## src/rtl/synaptic_update_ctrl_pkg.sv

```systemverilog
// Shared types and sizing helpers for the synaptic weight read-modify-write controller.
package syn_pkg;

   typedef enum logic [1:0] {
      IDLE = 2'd0,
      MOD  = 2'd1,
      WR   = 2'd2
   } state_e;

   function automatic int nlane_f(input int data_w, input int weight_w);
      return data_w / weight_w;
   endfunction

   function automatic int lane_width_f(input int nlane);
      return (nlane <= 2) ? 1 : $clog2(nlane);
   endfunction

   function automatic int weight_max_f(input int weight_w);
      return (1 << (weight_w - 1)) - 1;
   endfunction

   function automatic int weight_min_f(input int weight_w);
      return -(1 << (weight_w - 1));
   endfunction

endpackage

```

## src/rtl/synaptic_update_ctrl_if.sv

```systemverilog
// Request, response and SRAM-port bundle of the controller; slave is the controller's view.
interface synaptic_update_ctrl_if
   import syn_pkg::*;
#(
   parameter int ADDR_WIDTH   = 8,
   parameter int DATA_WIDTH   = 32,
   parameter int WEIGHT_WIDTH = 8
);
   localparam int LANE_WIDTH = lane_width_f(nlane_f(DATA_WIDTH, WEIGHT_WIDTH));

   logic                    rd_valid;
   logic                    rd_ready;
   logic [ADDR_WIDTH-1:0]   rd_addr;
   logic                    rd_data_valid;
   logic [DATA_WIDTH-1:0]   rd_data;
   logic                    upd_valid;
   logic                    upd_ready;
   logic [ADDR_WIDTH-1:0]   upd_addr;
   logic [LANE_WIDTH-1:0]   upd_lane;
   logic [WEIGHT_WIDTH-1:0] upd_delta;
   logic                    upd_done;
   logic                    upd_sat;
   logic                    sram_cs;
   logic                    sram_we;
   logic [ADDR_WIDTH-1:0]   sram_a;
   logic [DATA_WIDTH-1:0]   sram_d;
   logic [DATA_WIDTH-1:0]   sram_q;

   modport slave (
      input  rd_valid, rd_addr, upd_valid, upd_addr, upd_lane, upd_delta, sram_q,
      output rd_ready, rd_data_valid, rd_data, upd_ready, upd_done, upd_sat,
             sram_cs, sram_we, sram_a, sram_d
   );

   modport master (
      output rd_valid, rd_addr, upd_valid, upd_addr, upd_lane, upd_delta, sram_q,
      input  rd_ready, rd_data_valid, rd_data, upd_ready, upd_done, upd_sat,
             sram_cs, sram_we, sram_a, sram_d
   );

endinterface

```

## src/rtl/synaptic_update_ctrl_lane_adder.sv

```systemverilog
// Single-lane signed weight add; clamps and flags a clip when SYN_UPDATE_SAT_EN is defined, else wraps.
module syn_lane_adder
   import syn_pkg::*;
#(
   parameter int WEIGHT_WIDTH = 8
) (
   input  logic [WEIGHT_WIDTH-1:0] old_w,
   input  logic [WEIGHT_WIDTH-1:0] delta,
   output logic [WEIGHT_WIDTH-1:0] new_w,
   output logic                    sat
);

`ifdef SYN_UPDATE_SAT_EN
   localparam logic signed [WEIGHT_WIDTH:0] W_MAX = (WEIGHT_WIDTH+1)'(weight_max_f(WEIGHT_WIDTH));
   localparam logic signed [WEIGHT_WIDTH:0] W_MIN = (WEIGHT_WIDTH+1)'(weight_min_f(WEIGHT_WIDTH));

   logic signed [WEIGHT_WIDTH:0] sum;

   assign sum = $signed({old_w[WEIGHT_WIDTH-1], old_w}) + $signed({delta[WEIGHT_WIDTH-1], delta});

   always_comb begin
      new_w = sum[WEIGHT_WIDTH-1:0];
      sat   = 1'b0;
      if (sum > W_MAX) begin
         new_w = W_MAX[WEIGHT_WIDTH-1:0];
         sat   = 1'b1;
      end else if (sum < W_MIN) begin
         new_w = W_MIN[WEIGHT_WIDTH-1:0];
         sat   = 1'b1;
      end
   end
`else
   // The extended sum's top bit is discarded by the wrap, so a plain W-bit add is identical.
   assign new_w = old_w + delta;
   assign sat   = 1'b0;
`endif

endmodule

```

## src/rtl/synaptic_update_ctrl.sv

```systemverilog
// Weight SRAM front-end: 1-cycle pipelined reads with priority, 3-cycle lane RMW updates (SYN_UPDATE_SAT_EN clamps).
// Requests are accepted only in IDLE; an update is held off whenever a read is requesting.
module synaptic_update_ctrl
   import syn_pkg::*;
#(
   parameter int ADDR_WIDTH   = 8,
   parameter int DATA_WIDTH   = 32,
   parameter int WEIGHT_WIDTH = 8
) (
   input logic                    CK,
   input logic                    RST_N,
   synaptic_update_ctrl_if.slave  bus
);
   localparam int NLANE      = nlane_f(DATA_WIDTH, WEIGHT_WIDTH);
   localparam int LANE_WIDTH = lane_width_f(NLANE);

   state_e                  state_q, state_d;
   logic [ADDR_WIDTH-1:0]   addr_q, addr_d;
   logic [LANE_WIDTH-1:0]   lane_q, lane_d;
   logic [WEIGHT_WIDTH-1:0] delta_q, delta_d;
   logic [DATA_WIDTH-1:0]   word_q, word_d;
   logic                    sat_q, sat_d;
   logic                    rd_pend_q, rd_pend_d;

   logic                    is_idle, rd_acc, upd_acc;
   logic                    lane_hit, add_sat;
   logic [WEIGHT_WIDTH-1:0] old_lane, new_lane;
   logic [DATA_WIDTH-1:0]   merged;
   logic                    sram_cs, sram_we;
   logic [ADDR_WIDTH-1:0]   sram_a;
   logic [DATA_WIDTH-1:0]   sram_d;

   assign is_idle       = (state_q == IDLE);
   assign bus.rd_ready  = is_idle & RST_N;
   assign bus.upd_ready = is_idle & ~bus.rd_valid & RST_N;
   assign rd_acc        = bus.rd_valid & bus.rd_ready;
   assign upd_acc       = bus.upd_valid & bus.upd_ready;

   // In MOD the SRAM Q carries the fetched word; an out-of-range lane matches nothing.
   always_comb begin
      old_lane = '0;
      lane_hit = 1'b0;
      for (int k = 0; k < NLANE; k++) begin
         if (lane_q == LANE_WIDTH'(k)) begin
            old_lane = bus.sram_q[k*WEIGHT_WIDTH +: WEIGHT_WIDTH];
            lane_hit = 1'b1;
         end
      end
   end

   syn_lane_adder #(.WEIGHT_WIDTH(WEIGHT_WIDTH)) u_adder (
      .old_w (old_lane),
      .delta (delta_q),
      .new_w (new_lane),
      .sat   (add_sat)
   );

   always_comb begin
      merged = bus.sram_q;
      for (int k = 0; k < NLANE; k++) begin
         if (lane_q == LANE_WIDTH'(k)) begin
            merged[k*WEIGHT_WIDTH +: WEIGHT_WIDTH] = new_lane;
         end
      end
   end

   always_comb begin
      state_d   = state_q;
      addr_d    = addr_q;
      lane_d    = lane_q;
      delta_d   = delta_q;
      word_d    = word_q;
      sat_d     = sat_q;
      rd_pend_d = rd_acc;
      case (state_q)
         IDLE: begin
            if (upd_acc) begin
               state_d = MOD;
               addr_d  = bus.upd_addr;
               lane_d  = bus.upd_lane;
               delta_d = bus.upd_delta;
            end
         end
         MOD: begin
            state_d = WR;
            word_d  = merged;
            sat_d   = add_sat & lane_hit;
         end
         WR:      state_d = IDLE;
         default: state_d = IDLE;
      endcase
   end

   // Single port: the fetch shares IDLE with reads (mutually exclusive), write-back owns WR.
   always_comb begin
      sram_cs = 1'b0;
      sram_we = 1'b0;
      sram_a  = '0;
      sram_d  = '0;
      if (rd_acc) begin
         sram_cs = 1'b1;
         sram_a  = bus.rd_addr;
      end else if (upd_acc) begin
         sram_cs = 1'b1;
         sram_a  = bus.upd_addr;
      end else if (state_q == WR) begin
         sram_cs = 1'b1;
         sram_we = 1'b1;
         sram_a  = addr_q;
         sram_d  = word_q;
      end
   end

   assign bus.sram_cs       = sram_cs;
   assign bus.sram_we       = sram_we;
   assign bus.sram_a        = sram_a;
   assign bus.sram_d        = sram_d;
   assign bus.rd_data_valid = rd_pend_q;
   assign bus.rd_data       = rd_pend_q ? bus.sram_q : '0;
   assign bus.upd_done      = (state_q == WR);
   assign bus.upd_sat       = (state_q == WR) & sat_q;

   always_ff @(posedge CK or negedge RST_N) begin
      if (!RST_N) begin
         state_q   <= IDLE;
         addr_q    <= '0;
         lane_q    <= '0;
         delta_q   <= '0;
         word_q    <= '0;
         sat_q     <= 1'b0;
         rd_pend_q <= 1'b0;
      end else begin
         state_q   <= state_d;
         addr_q    <= addr_d;
         lane_q    <= lane_d;
         delta_q   <= delta_d;
         word_q    <= word_d;
         sat_q     <= sat_d;
         rd_pend_q <= rd_pend_d;
      end
   end

endmodule

```

## src/flat_wrapper.sv

```systemverilog
// flat-port wrapper written by rule: the top's interface ports become plain ports
module synaptic_update_ctrl_flat import syn_pkg::*;
#(
   parameter int ADDR_WIDTH   = 8,
   parameter int DATA_WIDTH   = 32,
   parameter int WEIGHT_WIDTH = 8
)
  (CK, RST_N, bus_rd_valid, bus_rd_addr, bus_upd_valid, bus_upd_addr, bus_upd_lane, bus_upd_delta, bus_sram_q, bus_rd_ready, bus_rd_data_valid, bus_rd_data, bus_upd_ready, bus_upd_done, bus_upd_sat, bus_sram_cs, bus_sram_we, bus_sram_a, bus_sram_d);
  synaptic_update_ctrl_if #(.ADDR_WIDTH(ADDR_WIDTH), .DATA_WIDTH(DATA_WIDTH), .WEIGHT_WIDTH(WEIGHT_WIDTH)) bus_i ();
  input logic CK;
  input logic RST_N;
  input wire logic [$bits(bus_i.rd_valid)-1:0] bus_rd_valid;
  input wire logic [$bits(bus_i.rd_addr)-1:0] bus_rd_addr;
  input wire logic [$bits(bus_i.upd_valid)-1:0] bus_upd_valid;
  input wire logic [$bits(bus_i.upd_addr)-1:0] bus_upd_addr;
  input wire logic [$bits(bus_i.upd_lane)-1:0] bus_upd_lane;
  input wire logic [$bits(bus_i.upd_delta)-1:0] bus_upd_delta;
  input wire logic [$bits(bus_i.sram_q)-1:0] bus_sram_q;
  output wire logic [$bits(bus_i.rd_ready)-1:0] bus_rd_ready;
  output wire logic [$bits(bus_i.rd_data_valid)-1:0] bus_rd_data_valid;
  output wire logic [$bits(bus_i.rd_data)-1:0] bus_rd_data;
  output wire logic [$bits(bus_i.upd_ready)-1:0] bus_upd_ready;
  output wire logic [$bits(bus_i.upd_done)-1:0] bus_upd_done;
  output wire logic [$bits(bus_i.upd_sat)-1:0] bus_upd_sat;
  output wire logic [$bits(bus_i.sram_cs)-1:0] bus_sram_cs;
  output wire logic [$bits(bus_i.sram_we)-1:0] bus_sram_we;
  output wire logic [$bits(bus_i.sram_a)-1:0] bus_sram_a;
  output wire logic [$bits(bus_i.sram_d)-1:0] bus_sram_d;
  assign bus_i.rd_valid = bus_rd_valid;
  assign bus_i.rd_addr = bus_rd_addr;
  assign bus_i.upd_valid = bus_upd_valid;
  assign bus_i.upd_addr = bus_upd_addr;
  assign bus_i.upd_lane = bus_upd_lane;
  assign bus_i.upd_delta = bus_upd_delta;
  assign bus_i.sram_q = bus_sram_q;
  assign bus_rd_ready = bus_i.rd_ready;
  assign bus_rd_data_valid = bus_i.rd_data_valid;
  assign bus_rd_data = bus_i.rd_data;
  assign bus_upd_ready = bus_i.upd_ready;
  assign bus_upd_done = bus_i.upd_done;
  assign bus_upd_sat = bus_i.upd_sat;
  assign bus_sram_cs = bus_i.sram_cs;
  assign bus_sram_we = bus_i.sram_we;
  assign bus_sram_a = bus_i.sram_a;
  assign bus_sram_d = bus_i.sram_d;
  synaptic_update_ctrl #(.ADDR_WIDTH(ADDR_WIDTH), .DATA_WIDTH(DATA_WIDTH), .WEIGHT_WIDTH(WEIGHT_WIDTH)) u_core (.CK(CK), .RST_N(RST_N), .bus(bus_i));
endmodule
```

## config.mk

```make
export PLATFORM = sky130hd
export DESIGN_NAME = synaptic_update_ctrl_flat
export DESIGN_NICKNAME = d
export VERILOG_FILES = /design/src/rtl/synaptic_update_ctrl_pkg.sv /design/src/rtl/synaptic_update_ctrl_if.sv /design/src/rtl/synaptic_update_ctrl_lane_adder.sv /design/src/rtl/synaptic_update_ctrl.sv /design/src/flat_wrapper.sv
export SDC_FILE = /design/constraint.sdc
export NUM_CORES = 1
export LEC_CHECK = 0
export CAP_MARGIN = 20
export CELL_PAD_IN_SITES_DETAIL_PLACEMENT = 0
export CELL_PAD_IN_SITES_GLOBAL_PLACEMENT = 2
export CORE_ASPECT_RATIO = 0.6
export CORE_MARGIN = 1.5
export CORE_UTILIZATION = 27
export DETAILED_ROUTE_END_ITERATION = 10
export PLACE_DENSITY = 0.9
export REMOVE_ABC_BUFFERS = 1
export SLEW_MARGIN = 25
export SYNTH_ARGS = -nofsm -noshare
export SYNTH_HDL_FRONTEND = slang
export SYNTH_SLANG_ARGS = --single-unit
```

## constraint.sdc

```tcl
create_clock -name CK -period 6.95 [get_ports CK]
set_clock_uncertainty 0.2 [all_clocks]
set_input_delay 1.39 -clock CK [delete_from_list [all_inputs] [get_ports CK]]
set_output_delay 1.39 -clock CK [all_outputs]
set_load 0.03 [all_outputs]
```

== Yosys cells after proc, flatten, opt, wreduce, memory -nomap -nowiden ==
Index checks and enable logic that the tools add are counted.

* Add/sub/neg operators: 1
* Equality and inequality tests: 6
* Multiplexer cells: 22
* Bitwise logic cells: 6
* Reduce and logical (&&, ||, !) cells: 3

{| class="wikitable"
|+ Operators by type and width
! operator !! count
|-
| two-way mux 32 bit || 4
|-
| two-way mux 8 bit || 11
|-
| adder 8 bit || 1
|-
| == test 2 bit (second input constant) || 3
|-
| bitwise AND 1 bit || 5
|-
| two-way mux 1 bit || 5
|-
| == test 2 x 1 -> 1 bit (second input constant) || 2
|-
| logical NOT 2 bit || 2
|-
| one-hot mux 2 bit (2 select lines) || 1
|-
| two-way mux 2 bit || 1
|-
| != test 2 bit (second input constant) || 1
|-
| AND reduction 2 bit || 1
|-
| NOT 1 bit || 1
|}

* Flip-flop bits (word level): 53
* Input port bits: 62
* Output and inout bits: 79

== Longest topological paths before layout ==
* Word-level depth: 7
* Depth in mapped cells: 10

== Modules after synthesis ==
A second synthesis with hierarchy kept.

* Cells, all modules: 347
* Area, all modules: 3447.1 um^2

{| class="wikitable"
|+ By module, submodules not included
! module !! instances !! cells each !! area each (um^2) !! seq. area each (um^2)
|-
| synaptic_update_ctrl || 1 || 303 || 3104.2 || 1351.3
|-
| syn_lane_adder || 1 || 44 || 342.8 || 0.0
|}

== Worst setup path before layout ==
OpenSTA, ideal clock, no wires.

* Path kind: input to output
* From: input port RST_N
* To: output port bus_sram_a[0]
* Arrival: 3.055 ns
* Data required time: 5.360 ns
* Path slack: 2.305 ns
* Cell stages on the path: 7
* Cell sequence: nor3b_2 -> and2b_1 -> and2_1 -> buf_4 -> buf_2 -> a222oi_1 -> inv_1

* Word-level cells in the longest chain between the ends: 4
* Elaborated cells between the ends (all ways): 6
* Classes of those cells: 2 x mux; 4 x bitwise

{| class="wikitable"
|+ RTL lines
! element !! line !! RTL
|-
| from (decl) || flat_wrapper.sv:11 || <nowiki>input logic RST_N;</nowiki>
|-
| bitwise AND 1 bit || synaptic_update_ctrl.sv:35 || <nowiki>assign bus.upd_ready = is_idle & ~bus.rd_valid & RST_N;</nowiki>
|-
| named net bus_upd_ready || flat_wrapper.sv:22 || <nowiki>output wire logic [$bits(bus_i.upd_ready)-1:0] bus_upd_ready;</nowiki>
|-
| bitwise AND 1 bit || synaptic_update_ctrl.sv:37 || <nowiki>assign upd_acc = bus.upd_valid & bus.upd_ready;</nowiki>
|-
| two-way mux 8 bit || synaptic_update_ctrl.sv:103 || <nowiki>end else if (upd_acc) begin</nowiki>
|-
| two-way mux 8 bit || synaptic_update_ctrl.sv:100 || <nowiki>if (rd_acc) begin</nowiki>
|-
| to (decl) || flat_wrapper.sv:27 || <nowiki>output wire logic [$bits(bus_i.sram_a)-1:0] bus_sram_a;</nowiki>
|}

The timed path passes the listed nets, and every way through them passes these cells.

== Final worst setup path ==
* From: input port bus_rd_valid
* To: output port bus_sram_a[2]

* Word-level cells in the longest chain between the ends: 6
* Elaborated cells between the ends (all ways): 7
* Classes of those cells: 2 x mux; 5 x bitwise

{| class="wikitable"
|+ RTL lines
! element !! line !! RTL
|-
| from (decl) || flat_wrapper.sv:12 || <nowiki>input wire logic [$bits(bus_i.rd_valid)-1:0] bus_rd_valid;</nowiki>
|-
| NOT 1 bit || synaptic_update_ctrl.sv:35 ||
|-
| bitwise AND 1 bit (2 in series) || synaptic_update_ctrl.sv:35 ||
|-
| bitwise AND 1 bit || synaptic_update_ctrl.sv:37 ||
|-
| two-way mux 8 bit || synaptic_update_ctrl.sv:103 ||
|-
| two-way mux 8 bit (*) || synaptic_update_ctrl.sv:100 ||
|}

Every way passes the cells marked *; elsewhere a longest branch is shown, timed or not.

==> impl_metrics.json <==
{
  "row_count": 30,
  "switching_share_pct": 35.9,
  "synth-seq-cells": 53,
  "die_width_um": 145,
  "clk_pin_slew_ns": 0.06,
  "path_max_fanout": 28,
  "synth_top_cell_area_share_pct": 40.3,
  "routed_via_density": 4.78,
  "io_buffers": 139,
  "dr.max_layer_used": "met4",
  "hold_path_class": "reg -> reg",
  "worst-endpoint-required_ns": 5.36,
  "fill_cells": 1117,
  "grt_usage_pct": 16.7,
  "finish.net_count": 529,
  "gp_congestion": 0.768,
  "p_leak_nw": 2.07,
  "ctsHoldBuffers": 0,
  "endpoint_kind": "output pin",
  "drtPass1Iterations": 4,
  "tightest_slew_ns": 0.986,
  "clock.fmax_mhz": 198,
  "synth_warnings": 0,
  "fp.dieH_um": 88.5,
  "drt-met1-wl_um": 5230,
  "ys.flop_type": "dfrtp_1",
  "gr-total-overflow": 0,
  "synth_area_leaders": "dfrtp_1 (40%), and2_1 (13%), mux2_2 (6.2%)",
  "setup_viol": 0,
  "p_int_w": 0.000819,
  "cts-htree-levels": 2,
  "diodes": 0,
  "ys_types": 35,
  "max-cap-violations": 0,
  "cts_tree": "yes",
  "clock_latency_ns": 0.30,
  "cts_buffers": 5,
  "clockPowerShare_pct": 23.2,
  "cp.arrival_ns": 3.46,
  "grt_pass1_wl_um": 16400,
  "grt_max_degree": 58,
  "cts.repair.resized": 0,
  "routed-wl-met3_um": 897,
  "ctsRootBufferMaster": "clkbuf_16",
  "pwr-share-seq_pct": 36.8,
  "drt-total-wl_um": 10300,
  "die_area_um2": 12900,
  "dp_hpwl_um": 7640,
  "yosys.area.top_type": "dfrtp_1",
  "tns_ns": 0,
  "clock_path_buffers": 2,
  "grt_pass1_vias": 2953,
  "drt_iter0_drc": 121,
  "initial_core_util_pct": 28.4,
  "cts_sinks": 53,
  "synthArstFlopShare_pct": 100,
  "startpoint_type": "primary input",
  "rsz0062_at_grt": "no",
  "ant_nets": 0,
  "antenna_found_initial": 0,
  "drv_slew": 0,
  "core-area_um2": 11600,
  "finalHoldViolations": 0,
  "met2WireLength_um": 4070,
  "min_period_ns": 5.05,
  "power_frac_comb_pct": 40.0,
  "drc": 0,
  "wl_per_cell_um": 16.6,
  "slew_headroom_pct": 34.3,
  "via_count": 2955,
  "status": "finished, final reports clean",
  "worstSetupPathType": "in -> out",
  "synth_edf_count": 0,
  "power_density_nw_per_um2": 258,
  "ir_drop_uv": 98.6,
  "yosysMostFrequentCell": "and2_1",
  "syn-cell-area_um2": 3290,
  "cts_setup_buffers": 0,
  "drive_above_1_share_pct": 8.95,
  "netlist_top_cells_count": "and2_1 (66), dfrtp_1 (53), o21ai_0 (34), nand2_1 (32), mux2_2 (18)",
  "finalCritPeriodShare_pct": 72.6,
  "power_w": 0.00128,
  "p_switching_w": 0.000458,
  "syn_avg_cell_area_um2": 9.88,
  "ys_seq_area_share_pct": 40.3,
  "area_growth_syn_to_layout_pct": 50.7,
  "ioPinCount": 141,
  "syn-instance-count": 333
}
==> placed cells by master (no fill, tap or decap), drive strengths merged, types with 3 or more instances in the layout <==
cell type      count
mux4               8
clkbuf             7
a22oi             12
a21oi              8
xnor2              4
clkdlybuf4s50    138
nor2b              3
o21ai             38
nor2               6
buf                4
nand2             32
inv               12
and2              66
mux2i             16
ha                 9
dfrtp             53
a222oi             8
mux2              18
==> metal layers <==
layer  track usage, %  up-vias
li1                 -     1396
met1             23.8     1410
met2             24.8      142
met3             5.05        7
met4             3.53        0
met5                0        -
==> worst paths after layout <==
check	startpoint	to	slack [ns]	depth (start not counted)
worst max-delay path	bus_rd_valid	bus_sram_a[2]	1.90	7
min in group asynchronous	RST_N	u_core.word_q[20]	1.08	2
worst min-delay path	u_core.word_q[11]	u_core.word_q[11]	0.28	2
worst min register to register	u_core.word_q[11]	u_core.word_q[11]	0.28	2
worst max register to register	u_core.lane_q[0]	u_core.word_q[30]	3.42	8
max in group asynchronous	RST_N	u_core.bus.rd_data_valid	4.99	2
==> stage by stage <==
step                std cells  area, um^2  setup slack (ns)  utilization (%)  hold WS (ns)
floorplan                 308        3170              1.93                -         0.242
detailed placement        610        4780              1.89             41.2         0.264
global placement          610        4780              1.96             41.2         0.259
finish                    618        4960              1.90             42.7         0.277
global route              618        4960              1.81             42.7         0.306
CTS                       618        4960              1.88             42.7         0.284
==> power groups by stage <==
stage | Sequential (W) | Combinational (W) | Clock [W]
6_report | 0.000470 | 0.000511 | 0.000296
5_1_grt | 0.000485 | 0.000568 | 0.000319
4_1_cts | 0.000472 | 0.000515 | 0.000303
3_3_place_gp | 0.000475 | 0.000503 | 0
2_1_floorplan | 0.000450 | 0.000342 | 0
3_5_place_dp | 0.000477 | 0.000513 | 0
==> kinds of logic (layout without fill, tap and decap cells) <==
| group | count (synthesis) | after routing | synth area share, % |
|---|---|---|---|
| AOI/OAI and AO/OA | 70 | 70 | 13.2 |
| xor gates and xnor gates | 6 | 6 | 1.83 |
| adders and majority gates | 10 | 10 | 4.03 |
| buffers and inverters | 37 | 162 | 5.02 |
| DFF | 53 | 53 | 40.3 |
| muxes | 42 | 42 | 16.5 |
| other | 1 | 1 | 0.114 |
| and+or+nand+nor | 114 | 114 | 18.9 |
==> sequential cells by signal (all words and copies together), names as in the netlist <==
register / flops
u_core.lane_q: 2
u_core.delta_q: 8
u_core.bus.rd_data_valid: 1
u_core.addr_q: 8
u_core.state_q: 2
u_core.word_q: 32
==> layout make-up <==
type	instances	area, um^2	share of cell area (%)
Clock buffer	7	143	2.88
Tap cell	160	200	4.04
Inverter	12	45.0	0.909
Sequential cell	53	1330	26.8
Timing Repair Buffer	142	1410	28.4
Clock inverter	1	30.0	0.606
Multi-Input combinational cell	243	1800	36.4
==> critical path, stage by stage <==
cell,delay (ns)
clkdlybuf4s50_1,0.46
and2b_1,0.18
and2_1,0.15
buf_4,0.24
a222oi_1,0.35
inv_1,0.08
clkdlybuf4s50_1,0.60
Note: power is estimated with default switching activity, not from simulation.
